File: config.mk
export PLATFORM = sky130hd
export DESIGN_NAME = u_enc
export DESIGN_NICKNAME = d
export VERILOG_FILES = /design/src/rtl/u_pkg.sv /design/src/rtl/u_enc_fmt.sv /design/src/rtl/u_enc.sv
export SDC_FILE = /design/constraint.sdc
export NUM_CORES = 1
export LEC_CHECK = 0
export CORE_UTILIZATION = 43
export DETAILED_ROUTE_END_ITERATION = 8
export PLACE_DENSITY = 0.8
export SYNTH_ARGS = -nofsm -noshare
export SYNTH_HDL_FRONTEND = slang
export SYNTH_SLANG_ARGS = --single-unit
File: constraint.sdc
create_clock -name clk -period 2.6 [get_ports clk]
set_input_delay 0.52 -clock clk [delete_from_list [all_inputs] [get_ports clk]]
set_output_delay 0.52 -clock clk [all_outputs]
set_load 0.02 [all_outputs]
File: src/rtl/u_pkg.sv
// Shared definitions for the RV32I instruction encoder: class codes, opcodes
// and the immediate range helper used by the legality checker.
package u_pkg;

  typedef enum logic [3:0] {
    CLS_LUI   = 4'd0,
    CLS_AUIPC = 4'd1,
    CLS_JAL   = 4'd2,
    CLS_JALR  = 4'd3,
    CLS_B     = 4'd4,
    CLS_LD    = 4'd5,
    CLS_ST    = 4'd6,
    CLS_ALUI  = 4'd7,
    CLS_ALU   = 4'd8,
    CLS_F     = 4'd9,
    CLS_SYS   = 4'd10
  } cls_e;

  localparam logic [6:0] OP_LUI   = 7'b0110111;
  localparam logic [6:0] OP_AUIPC = 7'b0010111;
  localparam logic [6:0] OP_JAL   = 7'b1101111;
  localparam logic [6:0] OP_JALR  = 7'b1100111;
  localparam logic [6:0] OP_B     = 7'b1100011;
  localparam logic [6:0] OP_LD    = 7'b0000011;
  localparam logic [6:0] OP_ST    = 7'b0100011;
  localparam logic [6:0] OP_ALUI  = 7'b0010011;
  localparam logic [6:0] OP_ALU   = 7'b0110011;
  localparam logic [6:0] OP_F     = 7'b0001111;
  localparam logic [6:0] OP_SYS   = 7'b1110011;

  localparam logic [31:0] NOP_INS = 32'h0000_0013;

  // True when v is representable as an nbits-wide two's complement value,
  // i.e. every bit from nbits-1 upward equals the sign bit.
  function automatic logic fits_signed(input logic [31:0] v, input int unsigned nbits);
    logic [31:0] t;
    t = $unsigned($signed(v) >>> (nbits - 1));
    return (t == 32'h0000_0000) || (t == 32'hFFFF_FFFF);
  endfunction

endpackage

File: src/rtl/u_enc_fmt.sv
// Combinational field packer and legality checker: decoded fields in, one
// RV32I word out. Illegal inputs produce NOP_INS with err set.
module u_enc_fmt
  import u_pkg::*;
(
  input  logic [3:0]  cls_i,
  input  logic [4:0]  rd_i,
  input  logic [4:0]  rs1_i,
  input  logic [4:0]  rs2_shamt_i,
  input  logic [2:0]  funct3_i,
  input  logic [6:0]  funct7_i,
  input  logic [31:0] imm_i,
  output logic [31:0] ins_o,
  output logic        err_o
);

  logic [31:0] i_word;
  logic [31:0] raw;
  logic        bad;
  logic        imm_i_ok;
  logic        imm_b_ok;
  logic        imm_j_ok;
  logic        imm_u_ok;
  logic        is_shift;

  assign imm_i_ok = fits_signed(imm_i, 12);
  assign imm_b_ok = fits_signed(imm_i, 13) && !imm_i[0];
  assign imm_j_ok = fits_signed(imm_i, 21) && !imm_i[0];
  assign imm_u_ok = (imm_i[11:0] == 12'h000);
  assign is_shift = (funct3_i == 3'b001) || (funct3_i == 3'b101);

  // Opcode is patched in per class; the rest of the I-format is shared.
  assign i_word = {imm_i[11:0], rs1_i, funct3_i, rd_i, 7'b0000000};

  always_comb begin
    raw = 32'h0000_0000;
    bad = 1'b0;
    case (cls_i)
      CLS_LUI: begin
        raw = {imm_i[31:12], rd_i, OP_LUI};
        bad = !imm_u_ok;
      end
      CLS_AUIPC: begin
        raw = {imm_i[31:12], rd_i, OP_AUIPC};
        bad = !imm_u_ok;
      end
      CLS_JAL: begin
        raw = {imm_i[20], imm_i[10:1], imm_i[11], imm_i[19:12], rd_i, OP_JAL};
        bad = !imm_j_ok;
      end
      CLS_JALR: begin
        raw = {imm_i[11:0], rs1_i, 3'b000, rd_i, OP_JALR};
        bad = !imm_i_ok;
      end
      CLS_B: begin
        raw = {imm_i[12], imm_i[10:5], rs2_shamt_i, rs1_i, funct3_i,
               imm_i[4:1], imm_i[11], OP_B};
        bad = !imm_b_ok || (funct3_i == 3'b010) || (funct3_i == 3'b011);
      end
      CLS_LD: begin
        raw = i_word | {25'd0, OP_LD};
        bad = !imm_i_ok;
      end
      CLS_ST: begin
        raw = {imm_i[11:5], rs2_shamt_i, rs1_i, funct3_i, imm_i[4:0], OP_ST};
        bad = !imm_i_ok;
      end
      CLS_ALUI: begin
        // Shift forms carry funct7/shamt in place of the immediate.
        if (is_shift) begin
          raw = {funct7_i, rs2_shamt_i, rs1_i, funct3_i, rd_i, OP_ALUI};
        end else begin
          raw = i_word | {25'd0, OP_ALUI};
          bad = !imm_i_ok;
        end
      end
      CLS_ALU: begin
        raw = {funct7_i, rs2_shamt_i, rs1_i, funct3_i, rd_i, OP_ALU};
      end
      CLS_F: begin
        raw = i_word | {25'd0, OP_F};
        bad = !imm_i_ok;
      end
      CLS_SYS: begin
        raw = i_word | {25'd0, OP_SYS};
        bad = !imm_i_ok;
      end
      default: begin
        bad = 1'b1;
      end
    endcase
  end

  assign ins_o = bad ? NOP_INS : raw;
  assign err_o = bad;

endmodule

File: src/rtl/u_enc.sv
// RV32I instruction encoder top: one-deep output register with valid/ready
// handshakes, sequential write-address counter and saturating error count.
module u_enc
  import u_pkg::*;
#(
  parameter int unsigned        ADDR_W   = 32,
  parameter logic [ADDR_W-1:0]  RST_ADDR = '0
) (
  input  logic              clk,
  input  logic              rst,
  input  logic              base_ld,
  input  logic [ADDR_W-1:0] base_addr,
  input  logic              in_valid,
  output logic              in_ready,
  input  logic [3:0]        in_cls,
  input  logic [4:0]        rd_a,
  input  logic [4:0]        rs1_a,
  input  logic [4:0]        rs2_a_shamt,
  input  logic [2:0]        funct3,
  input  logic [6:0]        funct7,
  input  logic [31:0]       imm,
  output logic              out_valid,
  input  logic              out_ready,
  output logic [31:0]       out_ins,
  output logic [ADDR_W-1:0] out_addr,
  output logic              out_err,
  output logic [7:0]        err_cnt
);

  // Handshake: a transfer happens on a rising edge where valid & ready are
  // both 1. Once valid rises it stays high with stable data until the
  // transfer; ready may toggle freely and never depends on the same side's valid.

  logic              out_valid_q, out_valid_d;
  logic [31:0]       out_ins_q, out_ins_d;
  logic              out_err_q, out_err_d;
  logic [ADDR_W-1:0] addr_q, addr_d;
  logic [7:0]        err_cnt_q, err_cnt_d;

  logic [31:0] fmt_ins;
  logic        fmt_err;
  logic        in_fire;
  logic        out_fire;

  u_enc_fmt u_fmt (
    .cls_i       (in_cls),
    .rd_i        (rd_a),
    .rs1_i       (rs1_a),
    .rs2_shamt_i (rs2_a_shamt),
    .funct3_i    (funct3),
    .funct7_i    (funct7),
    .imm_i       (imm),
    .ins_o       (fmt_ins),
    .err_o       (fmt_err)
  );

  assign in_ready = !out_valid_q || out_ready;
  assign in_fire  = in_valid && in_ready;
  assign out_fire = out_valid_q && out_ready;

  always_comb begin
    out_valid_d = out_valid_q;
    out_ins_d   = out_ins_q;
    out_err_d   = out_err_q;
    addr_d      = addr_q;
    err_cnt_d   = err_cnt_q;

    if (in_fire) begin
      out_valid_d = 1'b1;
      out_ins_d   = fmt_ins;
      out_err_d   = fmt_err;
      if (fmt_err && (err_cnt_q != 8'hFF)) begin
        err_cnt_d = err_cnt_q + 8'd1;
      end
    end else if (out_fire) begin
      out_valid_d = 1'b0;
    end

    // A base load wins over the post-transfer increment.
    if (base_ld) begin
      addr_d = base_addr & ~ADDR_W'(3);
    end else if (out_fire) begin
      addr_d = addr_q + ADDR_W'(4);
    end
  end

  always_ff @(posedge clk) begin
    if (rst) begin
      out_valid_q <= 1'b0;
      out_ins_q   <= 32'h0000_0000;
      out_err_q   <= 1'b0;
      addr_q      <= RST_ADDR;
      err_cnt_q   <= 8'h00;
    end else begin
      out_valid_q <= out_valid_d;
      out_ins_q   <= out_ins_d;
      out_err_q   <= out_err_d;
      addr_q      <= addr_d;
      err_cnt_q   <= err_cnt_d;
    end
  end

  assign out_valid = out_valid_q;
  assign out_ins   = out_ins_q;
  assign out_err   = out_err_q;
  assign out_addr  = addr_q;
  assign err_cnt   = err_cnt_q;

endmodule
# Word level (Yosys, flattened, before mapping)
# Index checks and enable logic that the tools add are counted.
dict set report totals {
  out_inout_bits 75
  input_bits 98
  regBits 74
  wordCells 64
}
dict set report op_classes {
  mux 9
  n_addsub 2
  reduce_logical 29
  n_eq_ne 18
}
# cell n
set op_table {}
lappend op_table {{$pmux 32 s11} 1}
lappend op_table {{$mux 32} 4}
lappend op_table {{$eq 32x32->1 const B} 3}
lappend op_table {{$logic_not 32->1} 3}
lappend op_table {{$add 32x3->32 const B} 1}
lappend op_table {{$eq 4x3->1 const B} 4}
lappend op_table {{$eq 4x4->1 const B} 3}
lappend op_table {{$logic_not 12->1} 1}
lappend op_table {{$add 8x1->8 const B} 1}
lappend op_table {{$eq 4x2->1 const B} 2}
lappend op_table {{$ne 8x8->1 const B} 1}
lappend op_table {{$logic_or 1x1->1} 7}
lappend op_table {{$eq 3x2->1 const B} 2}
lappend op_table {{$logic_not 1->1} 6}
lappend op_table {{$pmux 1 s6} 1}
lappend op_table {{$logic_and 1x1->1} 5}
lappend op_table {{$reduce_or 5->1} 1}
lappend op_table {{$eq 4x1->1 const B} 1}
lappend op_table {{$logic_not 4->1} 1}
lappend op_table {{$reduce_bool 2->1} 2}
lappend op_table {{$reduce_or 2->1} 2}
lappend op_table {{$eq 3x1->1 const B} 1}
lappend op_table {{$eq 3x3->1 const B} 1}
lappend op_table {{$mux 1} 3}
lappend op_table {{$reduce_and 2->1} 1}

# Depth between registers and ports, before layout
# Gate-level depths: netlist of run 1.
dict set report logic_depth {
  word_depth 9
  mapped_depth 10
}

# Cells and area by module
# From an unflattened synthesis of run 1, not the netlist that was laid out.
dict set report hier_totals {
  cells_unflattened 583
  area_unflattened_um2 4538.1
}
# mod seq_area_each_um2 instances area_per_inst_um2 cells_each
set modules_own_cells {}
lappend modules_own_cells {u_enc 1441.4 1 3305.7 408}
lappend modules_own_cells {u_enc_fmt 0.0 1 1232.4 175}

# Worst setup path before layout of run 1
# No wires, ideal clock.
dict set report synth_timing {
  kind {input to register}
  from {input port imm[24]}
  to {register out_ins_q[31], in the netlist out_ins[31]}
  n_path_buf 2
  t_arrival_ns 2.342
  setup_slack_ns 0.187
  t_required_ns 2.529
  stages 9
  path_cell_list {nand4_1 > or4_1 > o211a_1 > a211oi_2 > nand2_2 > or3_1 > buf_6 > buf_6 > o21ai_2}
}
dict set report synth_between {
  elab_chain_len 8
  elab_cells_between_ends 19
}
# element line_no
set synth_rtl {}
lappend synth_rtl {{from (decl)} u_enc.sv:21} ;# input logic [31:0] imm,
lappend synth_rtl {{$eq 32x32->1 or $logic_not 32->1 (tied branches)} u_pkg.sv:38} ;# return (t == 32'h0000_0000) || (t == 32'hFFFF_FFFF);
lappend synth_rtl {{$logic_or 1x1->1} u_pkg.sv:38}
lappend synth_rtl {{$logic_and 1x1->1} u_enc_fmt.sv:27} ;# assign imm_b_ok = fits_signed(imm_i, 13) && !imm_i[0];
lappend synth_rtl {{$logic_not 1->1} u_enc_fmt.sv:58} ;# bad = !imm_b_ok || (funct3_i == 3'b010) || (funct3_i == 3'b011);
lappend synth_rtl {{$logic_or 1x1->1 (2 in series)} u_enc_fmt.sv:58}
lappend synth_rtl {{$pmux 1 s6 (*)} u_enc_fmt.sv:38} ;# case (cls_i)
lappend synth_rtl {{$mux 32 (*)} u_enc_fmt.sv:94} ;# assign ins_o = bad ? NOP_INS : raw;
lappend synth_rtl {{to (signal assigned)} u_enc.sv:96} ;# out_ins_q <= out_ins_d;
lappend synth_rtl {{to (decl)} u_enc.sv:35} ;# logic [31:0] out_ins_q, out_ins_d;
# Mark *: on every way between the ends. The rest lies on a longest branch, timed or not.
# A chain may end at the register's enable or synchronous reset.

# Final worst setup path of run 1
dict set report layout_timing {
  from {input port in_cls[2]}
  to {register out_ins_q[30], in the netlist out_ins[30]}
}
dict set report layout_between {
  elab_chain_len 4
  elab_cells_between_ends 16
}
# element line_no
set layout_rtl {}
lappend layout_rtl {{from (decl)} u_enc.sv:15} ;# input logic [3:0] in_cls,
lappend layout_rtl {{$eq 4x2->1, or another cell as far along} u_enc_fmt.sv:38}
lappend layout_rtl {{$reduce_or 5->1 (no line) or $reduce_or 2->1 (tied branches)} --}
lappend layout_rtl {{$pmux 1 s6} u_enc_fmt.sv:38}
lappend layout_rtl {{$mux 32 (*)} u_enc_fmt.sv:94}
# Marked as above.

==> results of run 1 <==
## logic make-up (layout without fill, tap and decap cells)
group	count (synthesis)	after routing	share of synthesized area [%]
and+or+nand+nor	211	211	24.7
AOI/OAI and AO/OA	137	137	23.9
DFF	71	71	35.2
buffers and inverters	52	257	6.57
xor gates and xnor gates	25	25	5.43
muxes	14	14	3.47
adders and majority gates	2	2	0.620
other	1	2	0.0929
## worst max path at each step
stage / startpoint / to / slack [ns] / depth (start not counted)
3_5_place_dp: imm[24] / out_ins[26] / -0.49 / 9
3_3_place_gp: imm[24] / out_ins[26] / -0.44 / 9
6_report: in_cls[2] / out_ins[30] / -0.002 / 7
2_1_floorplan: imm[24] / out_ins[31] / 0.19 / 9
4_1_cts: funct3[1] / err_cnt[7] / 0.01 / 9
5_1_grt: in_cls[2] / out_ins[30] / -0.05 / 7
## worst reg2reg max path: stages, from the launching register on
cell and delay (ns):
sky130_fd_sc_hd__dfxtp_1 0.48, sky130_fd_sc_hd__and4_1 0.26, sky130_fd_sc_hd__or3b_2 0.47, sky130_fd_sc_hd__nor3_1 0.16, sky130_fd_sc_hd__buf_4 0.16, sky130_fd_sc_hd__nand4_1 0.12, sky130_fd_sc_hd__xor2_1 0.17, sky130_fd_sc_hd__o21ai_0 0.16
sky130_fd_sc_hd__nor2b_1 0.15
## cell type report
class	count	area, µm²
Fill cell	697	2440
Timing Repair Buffer	224	2160
Clock buffer	9	124
Sequential cell	71	1420
Clock inverter	6	86.3
Multi-Input combinational cell	391	2450
Tap cell	108	135
Inverter	18	67.6
## through the flow
stage          setup WS [ns]  hold WS (ns)  setup TNS, ns  std cells
6_report            -0.00186         0.457       -0.00186        827
5_1_grt              -0.0471         0.480        -0.0801        827
3_3_place_gp          -0.444         0.436         -14.03        811
4_1_cts               0.0117         0.454              0        827
2_1_floorplan          0.187         0.523              0        514
3_5_place_dp          -0.489         0.444         -16.07        811
## registers in the layout, summed over array words and instances (netlist names)
name and count:
out_ins 31, out_addr 30, err_cnt 8, out_err 1
out_valid 1
## power groups by stage
stage,sequential (W),combinational [W],clock [W]
after floorplan,0.00126,0.000262,0
after global routing,0.00119,0.000762,0.00102
final,0.00118,0.000715,0.000955
after CTS,0.00118,0.000697,0.000969
after detailed placement,0.00121,0.000692,0
after global placement,0.00120,0.000678,0
## per-layer routing
metal  vias to the layer above  wire length [µm]  share of wire (%)  global-route usage, %
met4                         0               231                1.7                   6.54
met3                        20              1020                7.7                   7.59
met5                         -                 0                  0                      0
li1                       2260                 -                  -                      -
met2                       212              6570                 49                   46.9
met1                      2167              5480                 41                   30.0
## cells in the final DEF (no fill, tap or decap), types with 8 or more instances in the layout
cell | synthesis | routed
sky130_fd_sc_hd__a21oi_1 | 32 | 31
sky130_fd_sc_hd__a222oi_1 | 10 | 10
sky130_fd_sc_hd__a22oi_1 | 8 | 8
sky130_fd_sc_hd__a31oi_1 | 12 | 12
sky130_fd_sc_hd__buf_4 | 3 | 52
sky130_fd_sc_hd__clkbuf_8 | 3 | 9
sky130_fd_sc_hd__clkdlybuf4s50_1 | 0 | 144
sky130_fd_sc_hd__dfxtp_1 | 71 | 71
sky130_fd_sc_hd__dlymetal6s2s_1 | 0 | 17
sky130_fd_sc_hd__inv_1 | 17 | 17
sky130_fd_sc_hd__mux2i_1 | 14 | 14
sky130_fd_sc_hd__nand2_1 | 55 | 55
sky130_fd_sc_hd__nand3_1 | 18 | 18
sky130_fd_sc_hd__nand4_1 | 14 | 14
sky130_fd_sc_hd__nor2_1 | 67 | 66
sky130_fd_sc_hd__nor2b_1 | 9 | 9
sky130_fd_sc_hd__nor3_1 | 12 | 12
sky130_fd_sc_hd__o21ai_0 | 20 | 19
sky130_fd_sc_hd__o21ai_2 | 15 | 15
sky130_fd_sc_hd__xnor2_1 | 12 | 12
sky130_fd_sc_hd__xor2_1 | 13 | 13
## what timing repair did
| item | CTS | global route |
|---|---|---|
| buffers inserted | 1 | 0 |
| gates resized for setup | 14 | 29 |
| setup endpoints to repair | 33 | 37 |
| gates cloned | 0 | 0 |
| pin swaps | 7 | 9 |
==> metrics.sh, run 1 <==
YS_SEQ_ELEMENTS=71
SLEW_HEADROOM_PCT=60.6
REG2REG_DEPTH=8
TOTAL_POWER_W=0.00285
ROUTE.DETAILED.VIAS_PER_INST=5.63
SYNTHESIS.INSTANCES=513
SW_FRAC_OF_TOTAL_PCT=28.5
FMAX_MHz=384
FLOORPLAN.INITIALDENSITY_PCT=45.4
SYNTHARSTFLOPSHARE_PCT=0
WORST_SETUP_PATH_START_KIND='primary input'
DIE_H_UM=98.9
GRT_ANTENNA_BEFORE_REPAIR=0
SHARE_SEQ_OF_TOTAL_POWER_PCT=41.4
FINAL_UTIL_PCT=72.5
STATIC-LEAKAGE-POWER_nW=2.60
CRITPATHSLOWESTCELL='sky130_fd_sc_hd__clkdlybuf4s50_1'
DESIGN.DIE.AREA_UM2=9780
GP_ROUTABILITY_CONGESTION=0.954
HOLD_START='out_ins[27]'
PATH_CELLS='clkdlybuf4s50_1 -> or2_2 -> o21ai_1 -> a311oi_4 -> or3_4 -> a222oi_1 -> o21ai_0'
PATH_MAX_FANOUT=6
ROUTED_WIRELENGTH_UM=13300
CLOCK_TREE.ROOT_CELL='sky130_fd_sc_hd__clkbuf_8'
AREAGROWTHSYNTHTOFINISH_PCT=59.8
ANT_NETS=0
CLOCK_SKEW_NS=0.00631
HOLDCRITPATHCLASS='reg -> reg'
CTS-ROOT-TO-SINK-BUFFERS=2
ANTENNA_CELLS=0
NUM_ROWS=34
MAX-VDD-IR-DROP_uV=368
SWITCHINGPOWER_W=0.000812
CP_NUM_BUF_INV=1
NUMCTSBUFFERS=9
TIGHTEST_SLEW_NS=0.591
ROUTE.VIAS.TOTAL=4659
CLKPWRFRAC_PCT=33.5
POST_ROUTE_CELLS_DRIVE_ABOVE_1_SHARE_PCT=15.6
HOLD_DEPTH=2
REGISTER_AREA_SHARE_AFTER_SYNTHESIS_PCT=35.2
GRT_PASS1_WL_UM=20600
IOPINCOUNT=173
GRT_START_MAX_NET_PINS=32
HTREE_DEPTH=3
DIE_X_UM=98.9
POST_DP_CELL_AREA_UM2=6090
TIMING_HOLD_VIOLATIONS_FINAL=0
PORT_BUFFERS=168
GR-USAGE-ALL-LAYERS_PCT=26.0
FINALWORSTPATHREQUIREDPERIOD_NS=2.60
YOSYS-TOP-CELLS-COUNT='sky130_fd_sc_hd__dfxtp_1, sky130_fd_sc_hd__nor2_1, sky130_fd_sc_hd__nand2_1'
LAYOUT.NETS=815
POST_SYNTHESIS_INSTANCE_AREA_UM2=4040
INSERTION_DELAY_NS=0.34
SYNTH_MOST_COMMON_CELL='sky130_fd_sc_hd__dfxtp_1'
CLKSLEWWORSTSETUPHOLDPATHS_NS=0.08
TIMING.FINAL.CRIT_SHARE_PCT=100
OUTCOME='finished with violations'
NUMCLOCKSINKS=71
CPPEAKSTAGEDELAY_NS=0.48
CRITICALPATHCATEGORY='in -> reg'
GRT_PASS1_VIAS=4418
DRCVIOLATIONCOUNT=0
TIMING.CRITICAL_PATH.ARRIVAL_NS=2.81
DRV_SLEW=0
CRITICAL_PATH.TOP_DELAY_FAMILY='compound AO/OA/AOI/OAI gates'
PLACE.DETAILED.HPWL_UM=9920
NETLIST_TOP_CELLS_AREA='sky130_fd_sc_hd__dfxtp_1, sky130_fd_sc_hd__nor2_1, sky130_fd_sc_hd__nand2_1'
FAILED_CHECKS='negative setup slack'
SETUP_SLACK_NS=-0.00186
SYNTH_TOP_AREA_SHARE_PCT=35.2
POWER_PER_CELL_AREA_nW_PER_UM2=442
RRSETUPSLACK_NS=0.41
ROUTED_WIRE_LENGTH_PER_INSTANCE_UM=16.1
DETAILEDROUTE.FIRSTITERATIONVIOLATIONS=262
WORSTPATHREQUIRED_NS=2.81
GRT_OVF=0
INTERNAL_POWER_W=0.00204
WHS_ENDPOINT='out_ins[27]'
COMB_POWER_SHARE_PCT=25.1
WORST_R2R_ENDPOINT='out_addr[19]'
TRITONCTS_CLOCK_TREE='built'
CTS_HOLD_REPAIR.BUFFERS=0
SYNTH_AREA_LEADER_CELL='sky130_fd_sc_hd__dfxtp_1'
DRV_CAP=0
YS.FLOP_TYPE='sky130_fd_sc_hd__dfxtp_1'
SYNTH-EDFF-COUNT=0
CORE-AREA_UM2=8890
YS_WARN_COUNT=0
CRITICAL_PATH.ENDPOINT_TYPE='register'
DRT-PASS1-ITER-COUNT=5
POSTSYNTHAREAPERCELL_UM2=7.87
RR_STARTPOINT='out_valid'
FINAL_DESIGN_AREA_NO_FILL_UM2=6450
YS_TYPES=61
SETUP_VIOLATIONS=1
(Power assumes the default switching activity.)
==> inputs of run 2 (changes only) <==
--- a/config.mk
+++ b/config.mk
@@ -8,6 +8,7 @@
 export CORE_UTILIZATION = 43
 export DETAILED_ROUTE_END_ITERATION = 8
 export PLACE_DENSITY = 0.8
+export SKIP_LAST_GASP = 1
 export SYNTH_ARGS = -nofsm -noshare
 export SYNTH_HDL_FRONTEND = slang
 export SYNTH_SLANG_ARGS = --single-unit
==> results of run 2 <==
No change in the layout: final DEF, timing and power equal those of run 1.
